### src/rtl/spi_mem_master.sv
`default_nettype none
// ============================================================================
// spi_mem_master: mode-0 SPI initiator, one {addr[6:0], rw, data[7:0]} frame per start
// Rev 1.0 | optional abort/aborted ports enabled by `define SPI_MEM_MASTER_ABORT_EN
// ============================================================================
module spi_mem_master #(
  parameter int CLK_DIV = 25,
  parameter int CS_IDLE = 250
) (
  input  logic       clk,
  input  logic       reset,
`ifdef SPI_MEM_MASTER_ABORT_EN
  input  logic       abort,
  output logic       aborted,
`endif
  input  logic       start,
  input  logic       rw,
  input  logic [6:0] addr,
  input  logic [7:0] wdata,
  output logic       busy,
  output logic       done,
  output logic [7:0] rdata,
  output logic       sclk_pin,
  output logic       cs_pin,
  output logic       mosi_pin,
  input  logic       miso_pin
);

  localparam int PH_W  = $clog2(CLK_DIV);
  localparam int GAP_W = $clog2(CS_IDLE + 1);
  localparam logic [PH_W-1:0]  PH_LAST  = PH_W'(CLK_DIV - 1);
  localparam logic [GAP_W-1:0] GAP_LAST = GAP_W'(CS_IDLE - 1);

  typedef enum logic [2:0] {
    IDLE  = 3'd0,
    SHIFT = 3'd1,
    HOLD  = 3'd2,
    GAP   = 3'd3,
    DONE  = 3'd4
  } state_t;

  state_t            state;
  logic [PH_W-1:0]   phase;
  logic              high_half;
  logic [3:0]        slot;
  logic [GAP_W-1:0]  gap_cnt;
  logic [15:0]       tx_sr;
  logic [7:0]        rx_sr;
  logic              is_read;
  logic              abort_seen;
  logic              abort_hit;
  logic [15:0]       frame;

  assign frame = {addr, rw, (rw ? 8'h00 : wdata)};

`ifdef SPI_MEM_MASTER_ABORT_EN
  assign abort_hit = abort && ((state == SHIFT) || (state == HOLD));
  assign aborted   = abort_seen;
`else
  assign abort_hit = 1'b0;
`endif

  always_ff @(posedge clk) begin
    if (reset) begin
      state      <= IDLE;
      phase      <= '0;
      high_half  <= 1'b0;
      slot       <= 4'd0;
      gap_cnt    <= '0;
      tx_sr      <= 16'h0000;
      rx_sr      <= 8'h00;
      is_read    <= 1'b0;
      abort_seen <= 1'b0;
      busy       <= 1'b0;
      done       <= 1'b0;
      rdata      <= 8'h00;
      sclk_pin   <= 1'b0;
      cs_pin     <= 1'b1;
      mosi_pin   <= 1'b0;
    end else if (abort_hit) begin
      // Drop the bus immediately and still honour the full chip-select gap.
      state      <= GAP;
      gap_cnt    <= '0;
      abort_seen <= 1'b1;
      sclk_pin   <= 1'b0;
      cs_pin     <= 1'b1;
      mosi_pin   <= 1'b0;
    end else begin
      case (state)
        IDLE: begin
          done <= 1'b0;
          if (start) begin
            state      <= SHIFT;
            phase      <= '0;
            high_half  <= 1'b0;
            slot       <= 4'd0;
            is_read    <= rw;
            abort_seen <= 1'b0;
            busy       <= 1'b1;
            cs_pin     <= 1'b0;
            sclk_pin   <= 1'b0;
            mosi_pin   <= frame[15];
            tx_sr      <= {frame[14:0], 1'b0};
          end
        end

        SHIFT: begin
          if (phase == PH_LAST) begin
            phase <= '0;
            if (!high_half) begin
              high_half <= 1'b1;
              sclk_pin  <= 1'b1;
            end else begin
              // End of a high phase: sample, fall, and present the next bit.
              high_half <= 1'b0;
              sclk_pin  <= 1'b0;
              mosi_pin  <= tx_sr[15];
              tx_sr     <= {tx_sr[14:0], 1'b0};
              if (slot[3]) begin
                rx_sr <= {rx_sr[6:0], miso_pin};
              end
              slot <= slot + 4'd1;
              if (slot == 4'd15) begin
                state <= HOLD;
              end
            end
          end else begin
            phase <= phase + 1'b1;
          end
        end

        HOLD: begin
          if (phase == PH_LAST) begin
            phase    <= '0;
            gap_cnt  <= '0;
            cs_pin   <= 1'b1;
            mosi_pin <= 1'b0;
            state    <= GAP;
          end else begin
            phase <= phase + 1'b1;
          end
        end

        GAP: begin
          if (gap_cnt == GAP_LAST) begin
            state <= DONE;
            done  <= 1'b1;
            busy  <= 1'b0;
            if (is_read && !abort_seen) begin
              rdata <= rx_sr;
            end
          end else begin
            gap_cnt <= gap_cnt + 1'b1;
          end
        end

        DONE: begin
          done  <= 1'b0;
          state <= IDLE;
        end

        default: begin
          state    <= IDLE;
          busy     <= 1'b0;
          done     <= 1'b0;
          cs_pin   <= 1'b1;
          sclk_pin <= 1'b0;
          mosi_pin <= 1'b0;
        end
      endcase
    end
  end

endmodule
`default_nettype wire

### config.mk
export PLATFORM = sky130hd
export DESIGN_NAME = spi_mem_master
export DESIGN_NICKNAME = d
export VERILOG_FILES = /design/src/rtl/spi_mem_master.sv
export SDC_FILE = /design/constraint.sdc
export NUM_CORES = 1
export LEC_CHECK = 0
export CORE_AREA = 2 2 92 85
export CTS_CLUSTER_DIAMETER = 60
export CTS_CLUSTER_SIZE = 30
export DETAILED_ROUTE_END_ITERATION = 6
export DIE_AREA = 0 0 94 87
export PLACE_DENSITY = 0.65
export SKIP_CTS_REPAIR_TIMING = 1
export SLEW_MARGIN = 20
export SYNTH_ARGS = -nofsm -noshare
export SYNTH_HDL_FRONTEND = slang
export SYNTH_SLANG_ARGS = --single-unit
### constraint.sdc
create_clock -name clk -period 2.71 [get_ports clk]
set_input_delay 0.4065 -clock clk [delete_from_list [all_inputs] [get_ports clk]]
set_output_delay 0.4065 -clock clk [all_outputs]
set_load 0.03 [all_outputs]
Word-level counts from Yosys, hierarchy flattened
Cells that the tools add are included.

word-level totals
  register bits after elaboration = 59
  logic and storage cells = 97

cells by class
  $add $sub $neg = 3
  eq/ne operators = 14
  mux-type cells = 39
  bitwise logic cells = 5
  reduce and logical (&&, ||, !) cells = 22

operator list
  cell                                                  count
  two-way mux 16 bit                                    3
  one-hot mux 16 bit (2 select lines)                   1
  two-way mux 8 bit                                     3
  two-way mux 3 bit                                     6
  AND reduction 3 bit                                   6
  one-hot mux 8 bit (2 select lines)                    1
  inequality test 2 bit (second input constant)         7
  two-way mux 4 bit                                     3
  one-hot mux 3 bit (4 select lines)                    1
  two-way mux 1 bit                                     11
  two-way mux 5 bit                                     2
  one-hot mux 5 bit (2 select lines)                    1
  one-hot mux 1 bit (3 select lines)                    3
  OR reduction 3 bit                                    3
  adder 8 x 1 -> 8 bit (second input constant)          1
  equality test 8 bit (second input constant)           1
  one-hot mux 4 bit (2 select lines)                    1
  AND reduction 4 bit                                   2
  equality test 3 x 2 -> 1 bit (second input constant)  2
  AND reduction 2 bit                                   3
  AND reduction 6 bit                                   1
  nonzero test 2 bit                                    3
  adder 5 x 1 -> 5 bit (second input constant)          1
  equality test 5 bit (second input constant)           1
  10 further kinds                                      16

Logic depth before layout (Yosys ltp)
Gate-level depths: netlist of the first run.

  word-level depth = 5
  gate-level depth with buffers = 8

Worst setup path before layout of the first run
OpenSTA, ideal clock, no wires.

  kind = reg2reg
  start point = register phase[0]
  end point = register tx_sr[14]
  library setup time = 0.142 ns
  arrival = 1.558 ns
  slack = 1.011 ns
  cell stages (with the launch flop) = 9
  clock period less this slack = 1.699 ns
  cells stage by stage = dfxtp_1 -> inv_1 -> ha_1 -> and4b_1 -> buf_2 -> a31o_2 -> buf_2 -> a21oi_1 -> a311oi_1

on the way
  cells in the longest elaborated chain, start to end = 3

RTL lines
  item                                    RTL line  source
  from (decl)                             43        logic [PH_W-1:0] phase;
  from (signal assigned)                  128       phase <= phase + 1'b1;
  from (signal assigned)                  140       phase <= phase + 1'b1;
  equality test 5 bit                     108       if (phase == PH_LAST) begin
  inequality test 2 bit (no source line)  n/a
  AND reduction 4 bit (no source line)    n/a
  to (signal assigned)                    103       tx_sr <= {frame[14:0], 1'b0};
  to (signal assigned)                    118       tx_sr <= {tx_sr[14:0], 1'b0};
  to (decl)                               47        logic [15:0] tx_sr;

No other way between the ends.
A chain may end at the register's enable or synchronous reset.

Worst setup path after layout of the first run
  start point = register phase[0]
  end point = register tx_sr[11]

The elaborated chain is that of the path after synthesis.

==> results by group, run 1 <==
Run status
  – Status: finished clean

Clock tree
  – Root buf cell: clkbuf_8
  – Worst-path clk slew: roughly 0.060 ns
  – CTS tree: yes
  – Num CTS Buffers: 9
  – Clock Sinks: between 50 and 60
  – Clock latency on the worst-skew pair: ~0.34 ns
  – Number of buffers on the longest clock path: 2
  – Htree depth: 3

Global routing
  – Grt total ovfl: 0
  – Largest net degree at the start of global routing: between 40 and 50
  – Vias in the first global route: 2,283
  – Initial antenna violation count: 0
  – Busiest grt layer: met2
  – Total track usage: 0.1586
  – Met2 usage: 0.2468
  – Routing usage on met3: 0.06320
  – Met1 usage in global routing: 0.2017
  – First-pass GRT wire length: 10,280 µm

Yosys
  – Simple-Gate Fraction of Synth Area: 0.2371
  – Syn nets: roughly 350
  – Synth Area in Adders: 0.02237
  – Largest family of logic cells by synthesized area: simple AND/OR/NAND/NOR gates
  – Synth unique cells: 53
  – Avg Inst Size Synth: about 8.7 µm²
  – Post-Syn Instances: between 300 and 400
  – Synth area leader: dfxtp_1
  – #FFs+latches synth: 58
  – Largest cells by area after synthesis: dfxtp_1 42%, a21oi_1 6.6%, mux2i_1 6.1%
  – Warnings from Yosys: 0
  – Post-Synthesis Cell Area: 0.002796 mm²
  – Synth async-reset ratio: 0
  – Share of the yosys chip area belonging to registers: 0.4152
  – EDFF count, synth: 0
  – Count leader, synth: dfxtp_1
  – Synth Flop Type: dfxtp_1
  – Post-synthesis mux area share: 0.06488
  – Synth cell count leaders: 58 x dfxtp_1, 37 x a21oi_1, 32 x nor2_1
  – Synth Area in Compound Gates: 0.1973
  – Yosys top cell area share: 0.4152
  – Post-synthesis xor/xnor area fraction: 0.01566

STA
  – Final Skew: between 0.006 and 0.007 ns
  – Post-route setup slack: ~0.63 ns
  – Fin Hold WS: 0.4798 ns
  – Tmin final: about 2.1 ns
  – Max Slew Vio Count: 0
  – Worst-margin pin slew: just over 0.8 ns
  – Setup TNS: 0 ns
  – Hold Violations, Final: 0
  – Relative slew slack: 0.4631
  – Fmax: between 0.4 and 0.5 GHz
  – Unrepaired setup endpoints after global routing: false
  – Final setup vio count: 0
  – Tcrit/Tclk final: 0.7663

Layout
  – Inserted Diodes: 0
  – Post-layout instance area: ~0.0034 mm²
  – Synthesis-to-finish area growth: 21.48%
  – Area occupied by multi-input gates: between 0.0015 and 0.002 mm²
  – FILL cells: ~720
  – Share of layout cells above drive strength 1: 0.08499
  – FF+latch area: around 0.0012 mm²
  – Nets: approximately 370

Die
  – DIE WIDTH: about 94 µm
  – Initial core utilization: 0.3821
  – Die area: approximately 0.0082 mm²
  – Row count: 30
  – Core area: 0.007320 mm²
  – Die Ht: about 87 µm
  – Ports: 33

Hold path
  – Hold depth: 2
  – Hold crit path type: flop to flop

Setup path
  – Number of cells on the critical path: 7
  – Slowest-stage cell, CP: a31oi_1
  – Critical Path Fanout Max: 15
  – Required time worst endpoint: a little under 3 ns
  – WP data arrival: 2.31 ns
  – Max stage delay on crit path: 0.44 ns
  – CP Buf/Inv Count: 2
  – Worst reg-to-reg path cell count: 7
  – Worst path top cell family by delay: compound AO/OA/AOI/OAI gates
  – Crit path cell chain: inv_1, ha_1, and4b_1, a31oi_1, nor2_1, buf_4, a311oi_1
  – Critical path startpoint category: flop
  – Worst setup path class: flop to flop
  – Crit end category: flop

Routing
  – Via/cell ratio: roughly 5.4
  – Residual DRC: 0
  – Drt wl/cell: between 10 and 15 µm
  – Final WL: 6160 µm
  – Initial DRC count: approximately 120
  – DRT Pass-1 Iters: 4
  – Vias post-DR: roughly 2,400
  – DRT antenna net count: 0

Job
  – MaxCap Viol Count: 0

Pwr
  – Leakage: around 1.2 nW
  – Power density over cell area: around 610 mW/mm²
  – Peak supply drop: 0.3300 mV
  – Total power: around 2.1 mW

Placed design
  – Post-DP Area: roughly 0.0032 mm²
  – Detailed Place HPWL: 4023 µm
  – Pre-CTS setup slack: 0.5704 ns
  – Routability cong.: around 0.81
  – Port Buffers: 32
## cell type report
| type | instances | area share |
|---|---|---|
| multi-input cells | 236 | 0.4424 |
| flip-flops and latches | 58 | 0.3418 |
| repair buffers | 38 | 0.1061 |
| clock buffers | 11 | 0.03867 |
| well taps | 96 | 0.03536 |
| clock inverters | 5 | 0.03020 |
| inverters | 5 | 0.005525 |
## sequential cells by signal (all words and copies together) (netlist names)
register	flops
phase	5
busy	1
slot	4
rx_sr	8
is_read	1
cs_pin	1
sclk_pin	1
mosi_pin	1
state	3
rdata	8
gap_cnt	8
high_half	1
done	1
tx_sr	15
## cell usage in the layout, fill, tap and decap left out, types with 2 or more instances in the layout
cell,count
dfxtp_1,58
a21oi_1,37
nor2_1,32
clkdlybuf4s50_1,31
nand2_1,23
mux2i_1,17
nand3_1,13
a311oi_1,11
o21ai_0,10
clkbuf_8,9
nor3_1,8
a211oi_1,8
nor3b_1,8
buf_4,6
inv_1,5
ha_1,5
a31oi_1,4
nor2b_1,4
nand4_1,4
or3_1,4
nand3b_1,3
and3_1,3
xor2_1,3
nand2b_1,3
bufinv_16,3
o21a_1,2
or2_2,2
xnor2_1,2
o21bai_1,2
and2_1,2
a22oi_1,2
or3b_1,2
a41oi_1,2
a21o_1,2
clkbuf_1,2
## kinds of logic after synthesis
logic type | Yosys count
AND/OR/NAND/NOR | 121
AO/OA/AOI/OAI | 87
flip-flops | 58
buffers and inverters | 29
multiplexers | 18
XOR/XNOR | 5
adder cells (fa/ha/maj) | 5
## per-layer routing
| layer | vias to the layer above | share of wire |
|---|---|---|
| met5 | - | 0 |
| li1 | 1236 | - |
| met1 | 1111 | 0.49 |
| met4 | 0 | 0.0089 |
| met3 | 7 | 0.053 |
| met2 | 53 | 0.45 |
## tightest hold or removal path: cells and delay by family (launching register included)
family | cells | cell delay (ns)
simple gates | 1 | 0.05
flops | 1 | 0.31
compound gates | 1 | 0.07
## worst paths after layout
path	end	start	slack [ns]
worst min register to register	tx_sr[14]	tx_sr[13]	0.48
worst max register to register	tx_sr[11]	phase[0]	0.63
worst max-delay path	tx_sr[11]	phase[0]	0.63
worst min-delay path	tx_sr[14]	tx_sr[13]	0.48
## per-stage QoR
stage / cells / utilization
after floorplan: 323 / -
after global placement: 433 / 0.4321
after detailed placement: 433 / 0.4321
after CTS: 449 / 0.4641
after global routing: 449 / 0.4641
final: 449 / 0.4641
## report_power, final
part | internal, mW | switching [mW] | total [mW] | leakage (nW)
registers | 0.884 | 0.0169 | 0.901 | 0.472
logic | 0.0962 | 0.120 | 0.216 | 0.601
clock network | 0.610 | 0.338 | 0.948 | 0.114
total | 1.59 | 0.475 | 2.07 | 1.19
(Power assumes the default switching activity.)
==> inputs of run 2 (changes only) <==
--- a/config.mk
+++ b/config.mk
@@ -10,7 +10,7 @@
 export CTS_CLUSTER_SIZE = 30
 export DETAILED_ROUTE_END_ITERATION = 6
 export DIE_AREA = 0 0 94 87
-export PLACE_DENSITY = 0.65
+export PLACE_DENSITY = 0.67
 export SKIP_CTS_REPAIR_TIMING = 1
 export SLEW_MARGIN = 20
 export SYNTH_ARGS = -nofsm -noshare
==> constraint.sdc (replaced) <==
create_clock -name clk -period 1.9 [get_ports clk]
set_input_delay 0.285 -clock clk [delete_from_list [all_inputs] [get_ports clk]]
set_output_delay 0.285 -clock clk [all_outputs]
set_load 0.03 [all_outputs]
==> results by group, run 2 (synthesized netlist as in run 1, its figures left out) <==
Run status
  – Status: finished clean

Die
  – DIE WIDTH: approximately 94 µm
  – Die area: between 0.008 and 0.009 mm²
  – Core area: between 0.007 and 0.008 mm²
  – Ports: 33
  – Row count: 30
  – Die Ht: around 87 µm
  – Initial core utilization: 0.3821

Routing
  – Drt wl/cell: around 14 µm
  – Final WL: around 6500 µm
  – DRT Pass-1 Iters: 4
  – Via/cell ratio: 5.372
  – Vias post-DR: between 2,000 and 3,000
  – Residual DRC: 0
  – Initial DRC count: around 150
  – DRT antenna net count: 0

Clock tree
  – Root buf cell: clkbuf_8
  – Number of buffers on the longest clock path: 2
  – Num CTS Buffers: 9
  – CTS tree: yes
  – Clock latency on the worst-skew pair: 0.34 ns
  – Clock Sinks: slightly below 60
  – Htree depth: 3
  – Worst-path clk slew: about 0.060 ns

Global routing
  – Vias in the first global route: around 2,200
  – First-pass GRT wire length: 10,730 µm
  – Initial antenna violation count: 0
  – Largest net degree at the start of global routing: 28
  – Total track usage: 0.1656
  – Grt total ovfl: 0

Layout
  – Post-route insts no fill: between 400 and 500
  – Most frequent cells in the layout: 57 x dfxtp_1, 37 x a21oi_1, 32 x nor2_1
  – Commonest non-fill, non-tap cell in the layout: dfxtp_1
  – Synthesis-to-finish area growth: 28.86%
  – Share of layout cells above drive strength 1: 0.1559
  – Most flop-heavy register: tx_sr
  – Inserted Diodes: 0
  – Max reg flops: 15
  – Nets: ~390

STA
  – Worst-margin pin slew: around 0.51 ns
  – Unrepaired setup endpoints after global routing: false
  – Final setup vio count: 0
  – Max Slew Vio Count: 0
  – Tmin final: 1.782 ns
  – Hold Violations, Final: 0
  – Tcrit/Tclk final: 0.9377
  – Fmax: between 0.5 and 0.6 GHz
  – Final Skew: just over 0.007 ns
  – Post-route setup slack: 0.1184 ns
  – Relative slew slack: 0.6597

Pwr
  – Leakage: 1.293 nW
  – Power density over cell area: 830.1 mW/mm²
  – Peak supply drop: around 0.57 mV

Setup path
  – Required time worst endpoint: ~2.2 ns
  – WP data arrival: slightly above 2 ns
  – Crit path cell chain: and3b_1, o21ai_0, buf_4, or3_1, a31oi_1
  – Crit end category: flop
  – Critical Path Fanout Max: 12
  – Slowest-stage cell, CP: dfxtp_1
  – Critical path startpoint category: flop
  – Worst setup path class: flop to flop
  – Max stage delay on crit path: about 0.58 ns

Placed design
  – Post-Place Cells: around 450
  – Detailed Place HPWL: 4234 µm
  – Port Buffers: 32
  – Pre-CTS setup slack: -0.06008 ns
  – Routability cong.: slightly above 0.8

Hold path
  – Hold crit path type: input port to flop

Job
  – MaxCap Viol Count: 0
[run 2: where the power goes]
| part | internal (mW) | switching, mW |
|---|---|---|
| sequential | 1.26 | 0.0264 |
| combinational | 0.162 | 0.181 |
| clock | 0.870 | 0.490 |
| total | 2.29 | 0.698 |
[run 2: layer usage]
layer / routed length (µm) / part of all wire / global-route usage
met1: 3146 / 0.49 / 0.2198
met2: 2936 / 0.45 / 0.2565
met3: 324 / 0.050 / 0.05281
met4: 73 / 0.011 / 0.05402
met5: 0 / 0 / 0
[run 2: final timing paths]
check,start,slack [ns],endpoint,cells past startpoint
worst max-delay path,state[1],0.12,gap_cnt[6],5
worst max register to register,state[1],0.12,gap_cnt[6],5
worst min-delay path,reset,0.40,sclk_pin,2
worst min register to register,tx_sr[13],0.47,tx_sr[14],2
[run 2: layout make-up]
class	instances	area, µm²
clock buffers	11	131.4
clock inverters	5	102.6
fillers	712	3716
inverters	5	18.77
multi-input cells	236	1549
flip-flops and latches	58	1162
well taps	96	120.1
repair buffers	57	519.2
[run 2: stage by stage]
stage                     utilization  cell area, µm²  hold WS, ns  TNS (ns)  total power, mW
after global placement         0.4503            3296       0.4652         0            1.635
after CTS                      0.4822            3530       0.3866         0            3.011
final                          0.4923            3603       0.3988         0            2.991
after floorplan                     -            2796       0.4322         0            1.520
after detailed placement       0.4503            3296       0.4742   -0.1164            1.641
after global routing           0.4923            3603       0.4210         0            3.115
[run 2: critical path: cells and delay by family (launching register included)]
kind / cells / cell delay [ns]
buffers and inverters: 1 / 0.17
and+or+nand+nor: 2 / 0.65
AOI/OAI and AO/OA: 2 / 0.32
DFF: 1 / 0.58
